File: config.mk
export PLATFORM = sky130hd
export DESIGN_NAME = regfile_write_arbiter
export DESIGN_NICKNAME = d
export VERILOG_FILES = /design/src/rtl/regfile_write_arbiter.sv
export SDC_FILE = /design/constraint.sdc
export NUM_CORES = 1
export LEC_CHECK = 0
export ABC_AREA = 1
export CELL_PAD_IN_SITES_DETAIL_PLACEMENT = 0
export CELL_PAD_IN_SITES_GLOBAL_PLACEMENT = 1
export CORE_ASPECT_RATIO = 1.4
export CORE_MARGIN = 8
export CORE_UTILIZATION = 29
export CTS_BUF_LIST = sky130_fd_sc_hd__clkbuf_4
export CTS_CLUSTER_DIAMETER = 150
export CTS_CLUSTER_SIZE = 24
export DETAILED_ROUTE_END_ITERATION = 8
export HOLD_SLACK_MARGIN = 0.02
export PLACE_DENSITY = 0.75
export SLEW_MARGIN = 15
export SYNTH_ARGS = -nofsm -noshare
export SYNTH_HDL_FRONTEND = slang
export SYNTH_SLANG_ARGS = --single-unit
File: constraint.sdc
create_clock -name clk -period 1.25 [get_ports clk]
set_input_delay 0.1875 -clock clk [delete_from_list [all_inputs] [get_ports clk]]
set_output_delay 0.1875 -clock clk [all_outputs]
set_load 0.05 [all_outputs]
File: src/rtl/regfile_write_arbiter.sv
`default_nettype none
`timescale 1ns/1ps
// +--------------------------------------------------------------------------+
// | Module      : regfile_write_arbiter                                      |
// | Description : Shares the register file's single write port between the  |
// |               ALU writeback (port 0) and the memory-load writeback       |
// |               (port 1) using round-robin arbitration.  The write-port    |
// |               outputs are registered.  A pending-write scoreboard tracks |
// |               destination registers reserved at issue, and reports busy  |
// |               flags for two read addresses.                              |
// | Optional    : REGZERO_PROTECT_EN - register 0 is never committed and is  |
// |               never marked pending (writes to it are still handshaken).  |
// | Ports       : clk, rst (async, active low)                               |
// |               aluValid/aluReady/aluReg/aluData    ALU write request      |
// |               memValid/memReady/memReg/memData    memory write request   |
// |               issueValid/issueReg                 reserve a destination  |
// |               dataOutRegisterA/B -> busyA/B       pending-write lookup   |
// |               dataIn/dataInRegister/enableSavingDataIn  reg-file port    |
// |               sbError (sticky double reserve), writeCount (commits)      |
// | Revision    : 1.0 - initial release                                      |
// +--------------------------------------------------------------------------+
module regfile_write_arbiter #(
  parameter int DATA_WIDTH = 32,
  parameter int ADDR_WIDTH = 4
) (
  input  logic                  clk,
  input  logic                  rst,
  input  logic                  aluValid,
  output logic                  aluReady,
  input  logic [ADDR_WIDTH-1:0] aluReg,
  input  logic [DATA_WIDTH-1:0] aluData,
  input  logic                  memValid,
  output logic                  memReady,
  input  logic [ADDR_WIDTH-1:0] memReg,
  input  logic [DATA_WIDTH-1:0] memData,
  input  logic                  issueValid,
  input  logic [ADDR_WIDTH-1:0] issueReg,
  input  logic [ADDR_WIDTH-1:0] dataOutRegisterA,
  input  logic [ADDR_WIDTH-1:0] dataOutRegisterB,
  output logic                  busyA,
  output logic                  busyB,
  output logic [DATA_WIDTH-1:0] dataIn,
  output logic [ADDR_WIDTH-1:0] dataInRegister,
  output logic                  enableSavingDataIn,
  output logic                  sbError,
  output logic [15:0]           writeCount
);

  localparam int NUM_REGS = 2 ** ADDR_WIDTH;

  // rr_ptr names the requester that wins the next tie (0 = ALU, 1 = MEM).
  logic                  rr_ptr;
  logic [NUM_REGS-1:0]   pending;
  logic [NUM_REGS-1:0]   pending_next;

  logic                  grant_alu;
  logic                  grant_mem;
  logic                  grant_any;
  logic                  commit_next;
  logic [ADDR_WIDTH-1:0] grant_reg;
  logic [DATA_WIDTH-1:0] grant_data;
  logic                  issue_effective;
  logic                  clear_hits_issue;

  // Grants double as the ready outputs; both are forced low during reset.
  always_comb begin
    grant_alu = 1'b0;
    grant_mem = 1'b0;
    if (rst) begin
      if (aluValid && (!memValid || !rr_ptr)) begin
        grant_alu = 1'b1;
      end else if (memValid) begin
        grant_mem = 1'b1;
      end
    end
  end

  assign grant_any  = grant_alu | grant_mem;
  assign grant_reg  = grant_mem ? memReg  : aluReg;
  assign grant_data = grant_mem ? memData : aluData;
  assign aluReady   = grant_alu;
  assign memReady   = grant_mem;

`ifdef REGZERO_PROTECT_EN
  // A grant to register 0 completes the handshake but is dropped here.
  assign commit_next     = grant_any && (grant_reg != '0);
  assign issue_effective = issueValid && (issueReg != '0);
`else
  assign commit_next     = grant_any;
  assign issue_effective = issueValid;
`endif

  // A commit retiring the same register being reserved is not a double reserve.
  assign clear_hits_issue = enableSavingDataIn && (dataInRegister == issueReg);

  // Clear first, then set, so a same-edge set/clear leaves the bit set.
  always_comb begin
    pending_next = pending;
    if (enableSavingDataIn) begin
      pending_next[dataInRegister] = 1'b0;
    end
    if (issue_effective) begin
      pending_next[issueReg] = 1'b1;
    end
`ifdef REGZERO_PROTECT_EN
    pending_next[0] = 1'b0;
`endif
  end

  always_ff @(posedge clk or negedge rst) begin
    if (!rst) begin
      dataIn             <= '0;
      dataInRegister     <= '0;
      enableSavingDataIn <= 1'b0;
      pending            <= '0;
      sbError            <= 1'b0;
      writeCount         <= '0;
      rr_ptr             <= 1'b0;
    end else begin
      enableSavingDataIn <= commit_next;
      pending            <= pending_next;
      if (commit_next) begin
        dataIn         <= grant_data;
        dataInRegister <= grant_reg;
      end
      // Point at the requester that just lost (ALU granted -> MEM next).
      if (grant_any) begin
        rr_ptr <= grant_alu;
      end
      if (enableSavingDataIn) begin
        writeCount <= writeCount + 16'd1;
      end
      if (issue_effective && pending[issueReg] && !clear_hits_issue) begin
        sbError <= 1'b1;
      end
    end
  end

  assign busyA = pending[dataOutRegisterA];
  assign busyB = pending[dataOutRegisterB];

endmodule
`default_nettype wire
==> reports/results.env <==
RESULT_OF_THE_RUN='complete, but fails checks'
VIOLATED_CHECKS='negative setup slack'
CTS_INSERTED_BUFFERS=9
ASYNCSETRESETFLOPFRACSYNTH_PCT=100
CORE_REGION_AREA_UM2=12900
COMBPWRFRAC_PCT=57.2
CP_CELL_INSTANCES='inv_2 > a21oi_1 > o21ai_1 > nand3_1 > nand3b_1 > nand2_2 > buf_12'
SYNTH_EDF_COUNT=0
FINALPOWER_mW=11.2
ANTENNA_VIOLATIONS_BEFORE_REPAIR=1
REQUIRED_TIME_OF_THE_CRITICAL_PATH_PS=1060
SYN-CELL-AREA_UM2=3810
LAYOUT.NETS=841
CLKPWRFRAC_PCT=11.2
POST_DRT_VIA_CELL_RATIO=4.91
CLOCK_SINKS=71
FINALINSTANCEAREA_UM2=8060
CLOCK_TREE.HTREE_LEVEL_COUNT=3
GRT_REMAINING_OVERFLOW=0
WORSTSKEWPAIRLATENCY_PS=420
DIEWIDTH_UM=113
AVERAGE_CELL_AREA_AFTER_SYNTHESIS_UM2=7.66
SYNTH_SEQ_CELLS=71
ROOT_BUFFER_CELL='sky130_fd_sc_hd__clkbuf_4'
UNIQUE_MASTERS_POST_SYNTH=31
FINALSETUPTNS_PS=-5620
SYN_TO_FINAL_GROWTH_PCT=111
FINAL_HOLD_VIOL_COUNT=0
CLOCK-SKEW-FINAL_PS=22.1
DRT_WL_TOTAL_UM=16200
DIE-AREA_UM2=17100
SETUP_WS_PS=-422
REPORT.FINAL.SLEW_VIOL_COUNT=0
NUMBER_OF_WARNING_MESSAGES_IN_THE_YOSYS_LOG=0
GRT_START_MAX_NET_PINS=40
TIMING.SLEW.HEADROOM_PCT=65.4
TIGHTESTPINTRANSITION_PS=519
CP_PEAK_STAGE_DELAY_PS=410
DRC=0
WIRE_LENGTH_OF_THE_FIRST_GLOBAL_ROUTING_PASS_UM=23600
PORT_BUFFERS=146
SYNTH-SEQ-AREA-SHARE_PCT=46.6
CP.ARRIVAL_PS=1480
WL_MET1_UM=5930
POST_DP_CELL_AREA_UM2=6330
RSZ0062_AT_GRT='true'
NUMBER_OF_PLACED_I_O_PINS=147
WORST_SETUP_PATH_END_KIND='output port'
FILLERS=1014
DR.PASS1.ITERS=4
DRIVE_GT1_SHARE_PCT=48.8
SHARE_OF_THE_CLOCK_PERIOD_USED_BY_THE_WORST_PATH_AFTER_LAYOUT_PCT=134
ROWS=49
CRIT_FAMILY='flip-flops'
CTS_TREE='yes'
IR_WORST_VDD_mV=0.852
POWER_DENSITY_RELATIVE_TO_CELL_AREA_nW_PER_UM2=1390
FLOORPLAN.INITIALDENSITY_PCT=29.6
SHARE_SEQ_OF_TOTAL_POWER_PCT=31.6
DIE_HEIGHT_UM=152
PROPORTION_OF_TOTAL_POWER_DUE_TO_NET_SWITCHING_PCT=41.7
CLOCK.FMAX_MHz=598
TIMING.SETUP.CRITICAL_PATH_CLASS='flip-flop to output port'
TRACK_USAGE_PCT=17.4
DRV.MAX_CAP_VIOLATION_COUNT=0
PLACE.GP.CONGESTION=0.848
SEQUENTIAL_AREA_UM2=1800
DRT-INITIAL-DRC-COUNT=130
SETUP_VIOL=60
MIN-DELAY-PATH-CLASS='input port to flip-flop'
TIMING.FINAL.CRIT_PERIOD_PS=1670
ANT_NETS=0
VIAS=4465
CRITICAL_PATH.N_BUFFERS_INVERTERS=2
ROUTED_WIRE_LENGTH_PER_INSTANCE_UM=17.8
LEAKAGE_nW=3.90
NUMBER_OF_GLOBAL_ROUTE_VIAS_BEFORE_REPAIR=4589
MET3ROUTEDLENGTH_UM=1110
SYNTH-MAIN-FF-CELL='sky130_fd_sc_hd__dfrtp_1'
DETAILED_PLACER_S_ENDING_HPWL_UM=10700
CTS.PATH.MAX_BUFFERS=2
CP-START-KIND='flip-flop'
DR_WL_MET2_UM=8750
WORSTPATHMAXFANOUT=2
ROUTE.TOP_LAYER_USED='met4'
WORST_PATH_MAX_DELAY_CELL='sky130_fd_sc_hd__dfrtp_1'
POST_SYNTH_NET_TOTAL=588
SYN_INST=498
CLK_PIN_SLEW_PS=120
SWITCHING_POWER_mW=4.67
POWER_REPORT.INTERNAL_TOTAL_mW=6.52
MULTI_INPUT_GATE_AREA_IN_THE_FINAL_LAYOUT_UM2=2500
final timing paths:
kind,start,to,slack [ps],cells after the start
max in group asynchronous,rst,dataInRegister[3],390,3
hold reg to reg,sbError,sbError,540,2
setup / recovery,pending[5],busyB,-420,7
setup reg to reg,writeCount[1],writeCount[10],-180,7
min in group asynchronous,rst,dataIn[0],400,3
hold / removal,rst,enableSavingDataIn,230,4
metal layers:
metal	global-route usage [%]	vias to the layer above
met5	0	-
met4	6.95	0
met3	6.31	21
met2	31.9	148
met1	17.8	2145
li1	-	2151
worst min-delay path, cell delays in order:
cell	delay, ps
sky130_fd_sc_hd__buf_4	140
sky130_fd_sc_hd__nand3_4	110
sky130_fd_sc_hd__buf_6	130
sky130_fd_sc_hd__nand2_4	60
stage by stage:
stage,std cells,utilization (%),setup slack (ps),hold WS (ps)
after detailed placement,816,49.2,-400,305
after CTS,877,57.1,-479,275
after floorplan,498,-,-224,-108
after global routing,910,62.6,-517,216
final,910,62.6,-422,231
after global placement,816,49.2,-345,295
power groups by stage:
stage | sequential (mW) | clock (mW) | combinational [mW]
after global routing | 3.60 | 1.40 | 6.78
after detailed placement | 3.59 | 0 | 4.88
after global placement | 3.57 | 0 | 4.82
final | 3.54 | 1.25 | 6.40
after CTS | 3.50 | 1.31 | 5.69
after floorplan | 4.49 | 0 | 1.26
Yosys cell counts (all sizes together), types with 5 or more instances:
cell      n  area, um2
o21ai    34        170
nand2   168        636
nand3    95        498
nor2     13       61.3
xor2      8       70.1
buf      18       93.8
dfrtp    71       1780
inv      43        164
o211ai   13       97.6
a21oi     9       45.0
xnor2     5       43.8
logic make-up (layout without fill, tap and decap cells):
logic type / after synthesis / after routing / share of synthesized area (%)
compound gates: 62 / 62 / 9.45
other cells: 0 / 1 / 0
flops: 71 / 71 / 46.6
buf+inv: 65 / 323 / 7.22
fa+ha+maj: 1 / 1 / 0.328
simple gates: 286 / 286 / 33.4
xor+xnor: 13 / 13 / 2.99
what timing repair did:
| item | in CTS | in global routing |
|---|---|---|
| setup buffers | 43 | 29 |
| setup endpoints to repair | 66 | 112 |
| hold endpoints to repair | 71 | 0 |
| hold buffers | 1 | 0 |
| resized for setup | 142 | 118 |
| cloned | 3 | 6 |
| pin swaps | 46 | 34 |
placed cells by master, fill, tap and decap left out, types with 9 or more instances in the layout:
cell type and count:
sky130_fd_sc_hd__buf_4 70, sky130_fd_sc_hd__buf_12 65, sky130_fd_sc_hd__buf_6 31, sky130_fd_sc_hd__dfrtp_2 19, sky130_fd_sc_hd__nand2_2 32, sky130_fd_sc_hd__nand2_1 102
sky130_fd_sc_hd__clkdlybuf4s50_1 87, sky130_fd_sc_hd__inv_2 11, sky130_fd_sc_hd__nand2_4 34, sky130_fd_sc_hd__clkbuf_4 9, sky130_fd_sc_hd__o21ai_1 18, sky130_fd_sc_hd__nand3_1 34
sky130_fd_sc_hd__nand3_2 57, sky130_fd_sc_hd__dfrtp_1 52, sky130_fd_sc_hd__inv_1 27, sky130_fd_sc_hd__o21ai_0 16, sky130_fd_sc_hd__o211ai_1 13
sequential cells by signal, summed over array words and instances, names as in the netlist:
register	count
dataIn	32
dataInRegister	4
enableSavingDataIn	1
pending	16
rr_ptr	1
sbError	1
writeCount	16
layout make-up:
cell class              count  area share (%)
clock inverters             7           0.497
repair buffers            264            40.7
diodes                      1          0.0310
inverters                  43            2.20
well taps                 153            2.38
flip-flops and latches     71            22.3
clock buffers               9           0.838
multi-input cells         362            31.0
Note: power is estimated with default switching activity, not from simulation.
